**src/rtl/cdb_arbiter_pkg.sv**
```systemverilog
// +----------------------------------------------------------------------------+
// | cdb_arbiter_pkg : shared CDB widths, ROB tag range and source indices       |
// | Revision: 1.0                                                                |
// +----------------------------------------------------------------------------+
`default_nettype none

`ifndef CDB_ARBITER_DEFINES
`define CDB_ARBITER_DEFINES
`define ROB_RANGE 3:0
`endif

package cdb_arbiter_pkg;

  localparam int CDB_TAG_W  = $bits(logic [`ROB_RANGE]);
  localparam int CDB_DATA_W = 32;

  localparam int SRC_ALU   = 0;
  localparam int SRC_LOAD  = 1;
  localparam int SRC_STORE = 2;
  localparam int SRC_BR    = 3;

endpackage

`default_nettype wire

```
**src/rtl/cdb_rr_pick.sv**
```systemverilog
// +----------------------------------------------------------------------------+
// | cdb_rr_pick : rotating first-set-bit picker, one-hot grant plus index      |
// | Revision: 1.0                                                                |
// +----------------------------------------------------------------------------+
`default_nettype none

module cdb_rr_pick #(
  parameter int NUM_SRC = 4,
  parameter int SRC_W   = 2
) (
  input  logic [NUM_SRC-1:0] req,
  input  logic [SRC_W-1:0]   ptr,
  output logic [NUM_SRC-1:0] grant,
  output logic [SRC_W-1:0]   idx,
  output logic               any
);

  logic [NUM_SRC-1:0] rot;

  // Rotate so that position 0 is the source at ptr, pick the first set bit,
  // then map the rotated position back to the real source index.
  always_comb begin
    int j;
    rot   = '0;
    grant = '0;
    idx   = '0;
    any   = 1'b0;
    for (int k = 0; k < NUM_SRC; k++) begin
      j      = (k + int'(ptr)) % NUM_SRC;
      rot[k] = req[j];
    end
    for (int k = 0; k < NUM_SRC; k++) begin
      if (rot[k] && !any) begin
        any      = 1'b1;
        j        = (k + int'(ptr)) % NUM_SRC;
        idx      = SRC_W'(j);
        grant[j] = 1'b1;
      end
    end
  end

endmodule

`default_nettype wire

```
**src/rtl/cdb_arbiter.sv**
```systemverilog
// +----------------------------------------------------------------------------+
// | cdb_arbiter : per-source holding buffers shared onto one registered CDB    |
// | Option: CDB_ROUND_ROBIN_EN selects rotating priority (else fixed, src 0)   |
// | Revision: 1.0                                                                |
// +----------------------------------------------------------------------------+
`default_nettype none

module cdb_arbiter
  import cdb_arbiter_pkg::*;
#(
  parameter int NUM_SRC = 4,
  parameter int TAG_W   = CDB_TAG_W,
  parameter int DATA_W  = CDB_DATA_W,
  parameter int SRC_W   = 2
) (
  input  logic                      clk_in,
  input  logic                      rst_in,
  input  logic                      rdy_in,
  input  logic                      flush_in,
  input  logic [NUM_SRC-1:0]        req_valid,
  input  logic [NUM_SRC*TAG_W-1:0]  req_tag,
  input  logic [NUM_SRC*DATA_W-1:0] req_data,
  output logic [NUM_SRC-1:0]        req_ready,
  output logic                      cdb_valid,
  output logic [TAG_W-1:0]          cdb_tag,
  output logic [DATA_W-1:0]         cdb_data,
  output logic [SRC_W-1:0]          cdb_src
);

  logic [NUM_SRC-1:0] buf_valid;
  logic [TAG_W-1:0]   buf_tag  [NUM_SRC];
  logic [DATA_W-1:0]  buf_data [NUM_SRC];

  logic [NUM_SRC-1:0] w_grant;
  logic [SRC_W-1:0]   w_idx;
  logic               w_any;
  logic [SRC_W-1:0]   w_ptr;

`ifdef CDB_ROUND_ROBIN_EN
  logic [SRC_W-1:0] rr_ptr;
  assign w_ptr = rr_ptr;
`else
  assign w_ptr = '0;
`endif

  cdb_rr_pick #(
    .NUM_SRC (NUM_SRC),
    .SRC_W   (SRC_W)
  ) u_pick (
    .req   (buf_valid),
    .ptr   (w_ptr),
    .grant (w_grant),
    .idx   (w_idx),
    .any   (w_any)
  );

  // A granted buffer drains this cycle, so it may be refilled in the same cycle.
  assign req_ready = {NUM_SRC{rdy_in & ~flush_in}} & (~buf_valid | w_grant);

  always_ff @(posedge clk_in) begin
    if (rst_in) begin
      buf_valid <= '0;
      cdb_valid <= 1'b0;
      cdb_tag   <= '0;
      cdb_data  <= '0;
      cdb_src   <= '0;
`ifdef CDB_ROUND_ROBIN_EN
      rr_ptr    <= '0;
`endif
    end else if (rdy_in) begin
      if (flush_in) begin
        buf_valid <= '0;
        cdb_valid <= 1'b0;
      end else begin
        cdb_valid <= w_any;
        if (w_any) begin
          cdb_tag  <= buf_tag[w_idx];
          cdb_data <= buf_data[w_idx];
          cdb_src  <= w_idx;
`ifdef CDB_ROUND_ROBIN_EN
          rr_ptr   <= (w_idx == SRC_W'(NUM_SRC-1)) ? '0 : w_idx + 1'b1;
`endif
        end
        for (int i = 0; i < NUM_SRC; i++) begin
          if (w_grant[i]) begin
            buf_valid[i] <= 1'b0;
          end
          // Tag 0 completes the handshake but is dropped: it never reaches the bus.
          if (req_valid[i] && req_ready[i]) begin
            buf_valid[i] <= (req_tag[i*TAG_W +: TAG_W] != '0);
            buf_tag[i]   <= req_tag[i*TAG_W +: TAG_W];
            buf_data[i]  <= req_data[i*DATA_W +: DATA_W];
          end
        end
      end
    end
  end

endmodule

`default_nettype wire
```
**config.mk**
```make
export PLATFORM = sky130hd
export DESIGN_NAME = cdb_arbiter
export DESIGN_NICKNAME = d
export VERILOG_FILES = /design/src/rtl/cdb_arbiter_pkg.sv /design/src/rtl/cdb_rr_pick.sv /design/src/rtl/cdb_arbiter.sv
export SDC_FILE = /design/constraint.sdc
export NUM_CORES = 1
export LEC_CHECK = 0
export ABC_CLOCK_PERIOD_IN_PS = 3700
export CAP_MARGIN = 10
export CORE_UTILIZATION = 35
export DETAILED_ROUTE_END_ITERATION = 8
export GPL_ROUTABILITY_DRIVEN = 0
export PLACE_DENSITY = 0.61
export SETUP_SLACK_MARGIN = 0.5
export SLEW_MARGIN = 30
export SYNTH_ARGS = -nofsm -noshare
export SYNTH_HDL_FRONTEND = slang
export SYNTH_SLANG_ARGS = --single-unit
```
**constraint.sdc**
```tcl
create_clock -name clk_in -period 3.7 [get_ports clk_in]
set_input_delay 1.11 -clock clk_in [delete_from_list [all_inputs] [get_ports clk_in]]
set_output_delay 1.11 -clock clk_in [all_outputs]
set_load 0.01 [all_outputs]
```
; After elaboration in Yosys (flattened, before gate mapping)
; Memory sizes are Yosys's and may differ from the RTL's. A register that Yosys moved wholly into a read port is not among the register bits.
; Index checks and enable logic that the tools add are counted.
[classes]
n_bitwise = 5
reduce_logical = 23
n_mux = 41
[op_table]
columns = op, n
row1 = two-way mux 1 bit, 35
row2 = nonzero test 4 bit, 4
row3 = nonzero test 3 bit, 4
row4 = two-way mux 4 bit, 2
row5 = AND reduction 2 bit, 4
row6 = logical AND 1 bit, 7
row7 = two-way mux 2 bit, 3
row8 = AND 4 bit, 1
row9 = NOT 4 bit, 1
row10 = OR 4 bit, 1
row11 = zero test 1 bit, 3
row12 = two-way mux 3 bit, 1
row13 = AND reduction 3 bit, 1
row14 = AND 1 bit, 1
row15 = NOT 1 bit, 1
[word_totals]
ram_bits = 144
memories = 2
in_bits = 152
register_bits = 7
word_cells = 77
out_inout_bits = 43
[memory_table]
columns = memory, words, word_bits, read_ports, rd_clocked_by_memory_dff, write_ports, line
row1 = buf_data, 4, 32, 1, 1, 4, cdb_arbiter.sv:32  ; logic [DATA_W-1:0] buf_data [NUM_SRC];
row2 = buf_tag, 4, 4, 1, 1, 4, cdb_arbiter.sv:31  ; logic [TAG_W-1:0] buf_tag [NUM_SRC];

; Depth between registers and ports, before layout
; Gate-level depths: netlist (run 1).
[depth]
depth_word = 18
mapped_depth = 7
mapped_depth_nobuf = 5

; Cells and area by module
; A second synthesis (run 1) with hierarchy kept.
[unflattened]
cells_unflattened = 371
hier_area_um2 = 7153.1
[modules_own_cells]
columns = mod, n_inst, area_each_um2, cells_per_inst
row1 = cdb_arbiter, 1, 6730.2, 326
row2 = cdb_rr_pick, 1, 422.9, 45

; Worst setup path after synthesis (run 1)
; OpenSTA, ideal clock, no wires.
[synth_path]
kind = input -> register
start = in flush_in
end = mem buf_data[2][0] in the netlist's numbering, enable pin
stages = 4
arrival_time_ns = 3.340
setup_ns = 0.441
setup_slack_ns = -0.081
path_cell_list = nand2b_1 > nor2_1 > nand2_1 > a21oi_1
[synth_lines]
columns = element, line
row1 = "start, declared", cdb_arbiter.sv:19  ; input logic flush_in,
row2 = "end, declared", cdb_arbiter.sv:32

; Final worst setup path (run 1)
[layout_path]
start = in flush_in
end = out req_ready[1]
[layout_between]
elab_chain_cells = 3
[layout_lines]
columns = element, line
row1 = NOT 1 bit (no line), n/a
row2 = AND 1 bit, cdb_arbiter.sv:58  ; assign req_ready = {NUM_SRC{rdy_in & ~flush_in}} & (~buf_valid | w_grant);
row3 = AND 4 bit, cdb_arbiter.sv:58
row4 = "end, declared", cdb_arbiter.sv:23  ; output logic [NUM_SRC-1:0] req_ready,
; Every way passes these cells.

==> results of run 1 <==
sequential cells by signal (all words and copies together), names as in the netlist:
signal     count
buf_valid      4
buf_tag       16
buf_data     128
cdb_valid      1
cdb_src        2
cdb_tag        4
cdb_data      32
worst max-delay path, cell delays in order:
cell	delay [ns]
dlygate4sd2_1	0.25
nand2b_4	0.18
a21oi_2	0.16
clkdlybuf4s15_2	0.24
cells in the final DEF (no fill, tap or decap), drive strengths merged:
cell / instances
nor3: 1
clkdlybuf4s15: 3
dfxtp: 43
a21boi: 36
bufinv: 2
nor4: 1
or4: 4
and2: 1
a211oi: 1
dlygate4sd2: 3
clkinv: 5
nor2: 9
o211ai: 72
nand4b: 1
a31oi: 36
nand2b: 3
edfxtp: 144
nand3: 1
o21a: 1
or2: 2
buf: 24
clkinvlp: 3
a211o: 1
o21ai: 5
nand2: 40
o2111a: 1
or3: 36
nor2b: 1
clkdlybuf4s50: 187
and3: 37
a32oi: 2
clkbuf: 19
inv: 6
a21oi: 8
cells by family (layout without fill, tap and decap cells):
family | count (synthesis) | after routing | share of synthesized area, %
buffers and inverters | 50 | 252 | 3.66
DFF | 187 | 187 | 68.8
and+or+nand+nor | 137 | 137 | 10.0
AOI/OAI and AO/OA | 163 | 163 | 17.5
per-layer routing:
| metal | share of wire, % | track usage [%] | vias up |
|---|---|---|---|
| met2 | 47 | 30.4 | 219 |
| met4 | 1.7 | 6.24 | 0 |
| met3 | 6.4 | 4.20 | 25 |
| met1 | 45 | 25.6 | 2553 |
| met5 | 0 | 0 | - |
| li1 | - | - | 2479 |
power breakdown:
group,switching (mW),total [mW],internal [mW]
Clock,0.781,1.78,0.999
Combinational,0.180,0.398,0.218
Sequential,0.0208,2.34,2.32
Total,0.982,4.51,3.53
layout make-up:
class | count | area share [%]
flip-flops and latches | 187 | 49.8
clock inverters | 13 | 1.35
multi-input cells | 300 | 20.5
well taps | 275 | 3.30
inverters | 3 | 0.132
repair buffers | 217 | 20.8
clock buffers | 19 | 4.16
worst paths after layout:
path,start,end,depth (start not counted)
min,cdb_data[8],cdb_data[8],2
min reg2reg,cdb_data[8],cdb_data[8],2
max reg2reg,buf_valid[1],cdb_data[2],6
max,flush_in,req_ready[1],4
per-stage QoR:
stage	setup WS (ns)	power, mW
detailed placement	0.0420	2.78
CTS	0.666	4.56
global placement	0.0788	2.76
floorplan	0.716	2.52
finish	0.650	4.51
global route	0.603	4.67
repair_timing:
item | 4_1_cts | 5_1_grt
endpoints found under the setup margin | 4 | 0
resized for setup | 16 | 0
setup buffers | 2 | 0
==> results.json, run 1 <==
{
  "status": "complete, no violations",
  "nets": 878,
  "die_area_mm2": 0.0221,
  "async_reset_ff_share_pct": 0,
  "cts.htree.levels": 4,
  "crit_type": "input port to primary output",
  "ys_warn_count": 0,
  "clockRootBuffer": "clkbuf_16",
  "required_ns": 2.59,
  "grt_start_max_net_pins": 74,
  "fill_cells": 1838,
  "diodes": 0,
  "cts_buffer_depth": 2,
  "grt_pass1_wl_um": 30600,
  "area_growth_pct": 38.3,
  "syn_area_mm2": 0.00753,
  "synth_area_leaders": "edfxtp_1 (57%), dfxtp_1 (11%), o211ai_2 (4.8%)",
  "critPathArrivalTime_ns": 1.94,
  "synth_largest_area_cell": "edfxtp_1",
  "cap_violations": 0,
  "p_leak_nw": 3.36,
  "rsz0062_at_grt": "false",
  "ant_nets": 0,
  "rows": 53,
  "place_area_mm2": 0.00981,
  "fin_skew_ns": 0.00848,
  "stdcell_area_mm2": 0.0104,
  "fin_hold_ws_ns": 0.481,
  "num_vias": 5276,
  "utilization_pct": 49.4,
  "cts_made_buffers": 17,
  "yosysSeqAreaShare_pct": 68.8,
  "syn_avg_cell_area_um2": 14.0,
  "ys.flop_type": "edfxtp_1",
  "avgRoutedWirePerCell_um": 20.2,
  "layout.area.seq_mm2": 0.00518,
  "drtIter0Drc": 298,
  "drive_gt1_share_pct": 14.1,
  "hpwl_um": 14100,
  "synthCells": 537,
  "fin_crit_sh_pct": 82.4,
  "slew_headroom_pct": 57.4,
  "fmax_mhz": 328,
  "grt_pass1_vias": 5368,
  "critPathMaxFanout": 4,
  "synth_nets": 689,
  "powerDensity_mw_per_mm2": 433,
  "viasPerCell": 5.20,
  "first_pass_iters": 5,
  "start_kind": "input port",
  "io_buffer_count": 194,
  "clock_latency_ns": 0.42,
  "cts_hold_buf": 0,
  "endpoint_kind": "primary output",
  "drv_slew": 0,
  "ys_seq_elements": 187,
  "grt_usage_pct": 19.1,
  "drc": 0,
  "setup-tns-final_ns": 0,
  "core_mm2": 0.0211,
  "synth_top_area_share_pct": 57.4,
  "yosys-top-cells-count": "edfxtp_1 (144), dfxtp_1 (43), o211ai_1 (43)",
  "dieWidth_um": 149,
  "setup_viol": 0,
  "ios": 195,
  "start_util_pct": 35.7,
  "multi_input_area_mm2": 0.00213,
  "overflow": 0,
  "placed_cells_incl_taps": 980,
  "cts_sinks": 187,
  "finalHoldViolCount": 0,
  "hold_class": "register to register",
  "min_period_ns": 3.05,
  "path_clk_slew_ns": 0.06,
  "antenna_found_initial": 0,
  "synth-edff-count": 144,
  "rrSetupSlack_ns": 1.41,
  "post-synth-top-count-cell": "edfxtp_1",
  "tightest_slew_ns": 0.640,
  "drt-total-wl_um": 20500,
  "synth.distinct_cells": 37,
  "fp.dieH_um": 149,
  "cts_tree": "yes",
  "ir_drop_uv": 197,
  "final_cells": 1014
}
Note: power is estimated with default switching activity, not from simulation.
==> run 2: changes to the inputs <==
--- a/config.mk
+++ b/config.mk
@@ -5,12 +5,12 @@
 export SDC_FILE = /design/constraint.sdc
 export NUM_CORES = 1
 export LEC_CHECK = 0
-export ABC_CLOCK_PERIOD_IN_PS = 3700
+export ABC_CLOCK_PERIOD_IN_PS = 3000
 export CAP_MARGIN = 10
 export CORE_UTILIZATION = 35
 export DETAILED_ROUTE_END_ITERATION = 8
 export GPL_ROUTABILITY_DRIVEN = 0
-export PLACE_DENSITY = 0.61
+export PLACE_DENSITY = 0.59
 export SETUP_SLACK_MARGIN = 0.5
 export SLEW_MARGIN = 30
 export SYNTH_ARGS = -nofsm -noshare
==> constraint.sdc (replaced) <==
create_clock -name clk_in -period 3 [get_ports clk_in]
set_input_delay 0.9 -clock clk_in [delete_from_list [all_inputs] [get_ports clk_in]]
set_output_delay 0.9 -clock clk_in [all_outputs]
set_load 0.01 [all_outputs]
==> results.json, run 2 (synthesis gave the netlist of run 1 again) <==
{
  "status": "complete, no violations",
  "start_util_pct": 35.7,
  "ir_drop_uv": 236,
  "crit_type": "input port to primary output",
  "pre_cts_ws_ns": -0.213,
  "rsz0062_at_grt": "true",
  "grt_pass1_vias": 5325,
  "final_cells": 1019,
  "drt-met1-wl_um": 8810,
  "p_total_mw": 5.55,
  "largest_reg_flops": 128,
  "start_kind": "input port",
  "fin_skew_ns": 0.0108,
  "largest_register": "buf_data",
  "core_mm2": 0.0211,
  "clock_latency_ns": 0.44,
  "cts_made_buffers": 17,
  "antenna_found_initial": 0,
  "finalHoldViolCount": 0,
  "drtIter0Drc": 249,
  "io_buffer_count": 194,
  "num_vias": 5266,
  "hold_class": "register to register",
  "avgRoutedWirePerCell_um": 19.6,
  "fp.dieH_um": 149,
  "rows": 53,
  "cts_sinks": 187,
  "endpoint_kind": "primary output",
  "fmax_mhz": 409,
  "p_leak_nw": 3.40,
  "clockRootBuffer": "clkbuf_16",
  "fill_cells": 1858,
  "route.met3.wl_um": 1330,
  "cts_buffer_depth": 2,
  "setup_viol": 0,
  "area_growth_pct": 39.0,
  "cap_violations": 0,
  "wl_met2_um": 9580,
  "top_layer_used": "met4",
  "final_cell_mix": "clkdlybuf4s50_1 (187), edfxtp_1 (144), o211ai_1 (43)",
  "powerDensity_mw_per_mm2": 530,
  "nets": 882,
  "required_ns": 2.10,
  "drc": 0,
  "slew_headroom_pct": 48.8,
  "hpwl_um": 14100,
  "utilization_pct": 49.7,
  "path_clk_slew_ns": 0.07,
  "layout_commonest_cell": "clkdlybuf4s50_1",
  "viasPerCell": 5.17,
  "dieWidth_um": 149,
  "fin_hold_ws_ns": 0.485,
  "placed_cells_incl_taps": 986,
  "fin_crit_sh_pct": 81.6,
  "critPathArrivalTime_ns": 1.55,
  "grt_start_max_net_pins": 50,
  "ios": 195,
  "drt-total-wl_um": 19900,
  "min_period_ns": 2.45,
  "critPathMaxFanout": 4,
  "drv_slew": 0,
  "reg.largest.list": "buf_data: 128 flops, cdb_data: 32 flops, buf_tag: 16 flops",
  "stdcell_area_mm2": 0.0105,
  "tightest_slew_ns": 0.766,
  "first_pass_iters": 4,
  "cts_tree": "yes",
  "ant_nets": 0,
  "setup-tns-final_ns": 0,
  "die_area_mm2": 0.0221,
  "grt_usage_pct": 18.5,
  "overflow": 0,
  "fin_ws_ns": 0.553,
  "place_area_mm2": 0.00988,
  "cts.htree.levels": 4,
  "drive_gt1_share_pct": 15.3,
  "grt_pass1_wl_um": 30000
}
==> run 2: changes by cell type in the layout (fill, tap and decap cells not counted), sizes merged <==
cell           previous run  this run
diode                     0         1
inv                       6        14
clkinv                    5         4
buf                      24        31
clkbuf                   19        17
dlygate4sd2               3         1
clkdlybuf4s15             3         2
clkinvlp                  3         0
bufinv                    2         0
==> run 2: power breakdown <==
| group | internal, mW | total (mW) | switching, mW |
|---|---|---|---|
| Sequential | 2.85 | 2.88 | 0.0261 |
| Combinational | 0.272 | 0.492 | 0.220 |
| Clock | 1.11 | 2.17 | 1.06 |
| Total | 4.24 | 5.55 | 1.31 |
==> run 2: what timing repair did <==
action / in CTS / in global routing
endpoints found under the setup margin: 4 / 5
endpoints found under the hold margin: 0 / 0
setup buffers: 0 / 0
hold buffers: 0 / 0
resized for setup: 23 / 3
==> run 2: area by class of cell <==
class	count	area [µm²]	share of cell area [%]
diodes	1	2.50	0.0239
clock buffers	17	425	4.06
repair buffers	221	2210	21.1
flip-flops and latches	187	5190	49.5
inverters	3	11.3	0.108
multi-input cells	300	2140	20.4
clock inverters	15	148	1.41
well taps	275	344	3.29
==> run 2: path summary, 6_finish.rpt <==
| path | from | endpoint | slack (ns) | depth (start not counted) |
|---|---|---|---|---|
| worst max-delay path | rdy_in | req_ready[0] | 0.55 | 4 |
| worst min register to register | cdb_data[8] | cdb_data[8] | 0.48 | 2 |
| worst max register to register | buf_valid[2] | cdb_tag[2] | 0.87 | 5 |
| worst min-delay path | cdb_data[8] | cdb_data[8] | 0.48 | 2 |
==> run 2: layer usage <==
layer	up-vias	GRT usage (%)
met1	2560	24.4
met2	194	30.2
met3	18	4.14
met4	0	5.67
li1	2494	-
met5	-	0
==> run 2: critical path: stages <==
cell,delay (ns)
dlygate4sd2_1,0.27
nand2b_4,0.11
inv_2,0.05
clkdlybuf4s15_2,0.22
==> run 3: changes to the inputs <==
--- a/config.mk
+++ b/config.mk
@@ -5,7 +5,7 @@
 export SDC_FILE = /design/constraint.sdc
 export NUM_CORES = 1
 export LEC_CHECK = 0
-export ABC_CLOCK_PERIOD_IN_PS = 3000
+export ABC_CLOCK_PERIOD_IN_PS = 2450
 export CAP_MARGIN = 10
 export CORE_UTILIZATION = 35
 export DETAILED_ROUTE_END_ITERATION = 8
==> constraint.sdc (replaced) <==
create_clock -name clk_in -period 2.45 [get_ports clk_in]
set_input_delay 0.735 -clock clk_in [delete_from_list [all_inputs] [get_ports clk_in]]
set_output_delay 0.735 -clock clk_in [all_outputs]
set_load 0.01 [all_outputs]
==> results.json, run 3 (synthesis gave the netlist of run 1 again) <==
{
  "switching_power_mw": 1.57,
  "fill_cells": 1845,
  "area_growth_pct": 41.7,
  "min_period_ns": 2.07,
  "nets": 899,
  "p_int_mw": 5.28,
  "io_buffer_count": 194,
  "first_pass_iters": 6,
  "endpoint_kind": "primary output",
  "drive_gt1_share_pct": 18.0,
  "grt_start_max_net_pins": 44,
  "reg.largest.list": "buf_data: 128 flops, cdb_data: 32 flops, buf_tag: 16 flops",
  "setup-tns-final_ns": 0,
  "dieWidth_um": 149,
  "drt-total-wl_um": 19900,
  "cts_buffer_depth": 2,
  "diodes": 0,
  "seq_power_share_pct": 51.4,
  "critPathArrivalTime_ns": 1.33,
  "cts.htree.levels": 4,
  "rows": 53,
  "layout_commonest_cell": "clkdlybuf4s50_1",
  "grt_pass1_wl_um": 29700,
  "rsz0062_at_grt": "true",
  "fin_skew_ns": 0.0120,
  "p_total_mw": 6.85,
  "slew_headroom_pct": 69.5,
  "die_area_mm2": 0.0221,
  "start_util_pct": 35.7,
  "hpwl_um": 14200,
  "cts_tree": "yes",
  "critPathMaxFanout": 4,
  "setup_viol": 0,
  "p_clk_share_pct": 39.6,
  "clockRootBuffer": "clkbuf_16",
  "place_area_mm2": 0.0101,
  "p_leak_nw": 3.68,
  "start_kind": "input port",
  "grt_pass1_vias": 5321,
  "cts_sinks": 187,
  "ir_drop_uv": 421,
  "grt_usage_pct": 18.4,
  "powerDensity_mw_per_mm2": 642,
  "drv_slew": 0,
  "fmax_mhz": 484,
  "required_ns": 1.71,
  "stdcell_area_mm2": 0.0107,
  "fin_crit_sh_pct": 84.4,
  "drc": 0,
  "hold_class": "register to register",
  "tightest_slew_ns": 0.457,
  "finalHoldViolCount": 0,
  "placed_cells_incl_taps": 994,
  "path_clk_slew_ns": 0.07,
  "switching_share_pct": 22.9,
  "avgRoutedWirePerCell_um": 19.2,
  "cap_violations": 0,
  "ant_nets": 0,
  "ios": 195,
  "num_vias": 5302,
  "layout.area.seq_mm2": 0.00519,
  "cts_made_buffers": 17,
  "antenna_found_initial": 1,
  "final_cell_mix": "clkdlybuf4s50_1 (148), edfxtp_1 (144), o211ai_1 (43)",
  "viasPerCell": 5.12,
  "drtIter0Drc": 262,
  "fp.dieH_um": 149,
  "utilization_pct": 50.6,
  "largest_register": "buf_data",
  "core_mm2": 0.0211,
  "largest_reg_flops": 128,
  "clock_latency_ns": 0.43,
  "crit_type": "input port to primary output",
  "status": "complete, no violations",
  "final_cells": 1035,
  "overflow": 0,
  "power_frac_comb_pct": 9.1,
  "multi_input_area_mm2": 0.00217
}
## run 3: cell count changes in the layout (fill, tap and decap cells not counted), moves of 3 or more
cell | previous run | this run
clkdlybuf4s50_1 | 187 | 148
dlygate4sd2_1 | 1 | 39
buf_4 | 20 | 29
buf_12 | 7 | 14
inv_6 | 9 | 6
## run 3: critical path, cell delays in order
cell and delay (ns):
buf_6 0.09, nand2b_4 0.17, inv_4 0.07, o21a_1 0.13
buf_2 0.13
## run 3: cell type report
cell class | instances | area share, %
clock buffers | 17 | 3.99
clock inverters | 15 | 1.41
inverters | 3 | 0.129
multi-input cells | 300 | 20.3
flip-flops and latches | 187 | 48.7
well taps | 275 | 3.23
repair buffers | 238 | 22.2
## run 3: worst paths after layout
| kind | slack (ns) | end | from | cells after the start |
|---|---|---|---|---|
| setup / recovery | 0.38 | req_ready[3] | flush_in | 5 |
| hold / removal | 0.48 | cdb_data[16] | cdb_data[16] | 2 |
| setup reg to reg | 0.57 | cdb_data[8] | buf_valid[1] | 7 |
| hold reg to reg | 0.48 | cdb_data[16] | cdb_data[16] | 2 |
## run 3: per-stage QoR
step	setup slack, ns	hold WS, ns
2_1_floorplan	0.315	0.478
3_3_place_gp	-0.353	0.466
3_5_place_dp	-0.391	0.471
4_1_cts	0.354	0.481
5_1_grt	0.343	0.497
6_report	0.382	0.477
## run 3: power by group through the flow
stage | clock (mW) | sequential, mW | combinational [mW]
floorplan | 0 | 3.60 | 0.211
global placement | 0 | 3.59 | 0.614
detailed placement | 0 | 3.59 | 0.624
CTS | 2.77 | 3.52 | 0.617
global route | 2.89 | 3.53 | 0.669
finish | 2.71 | 3.52 | 0.621
## run 3: what timing repair did
action,4_1_cts,5_1_grt
hold buffers,0,0
buffers inserted,4,5
gates resized for setup,71,5
endpoints found under the setup margin,96,28
pin swaps,1,1
## run 3: metal layers
| metal | part of all wire (%) | GRT usage [%] | up-vias |
|---|---|---|---|
| met4 | 1.2 | 5.00 | 0 |
| li1 | - | - | 2521 |
| met5 | 0 | 0 | - |
| met1 | 45 | 25.0 | 2577 |
| met3 | 6.4 | 3.90 | 16 |
| met2 | 48 | 29.8 | 188 |
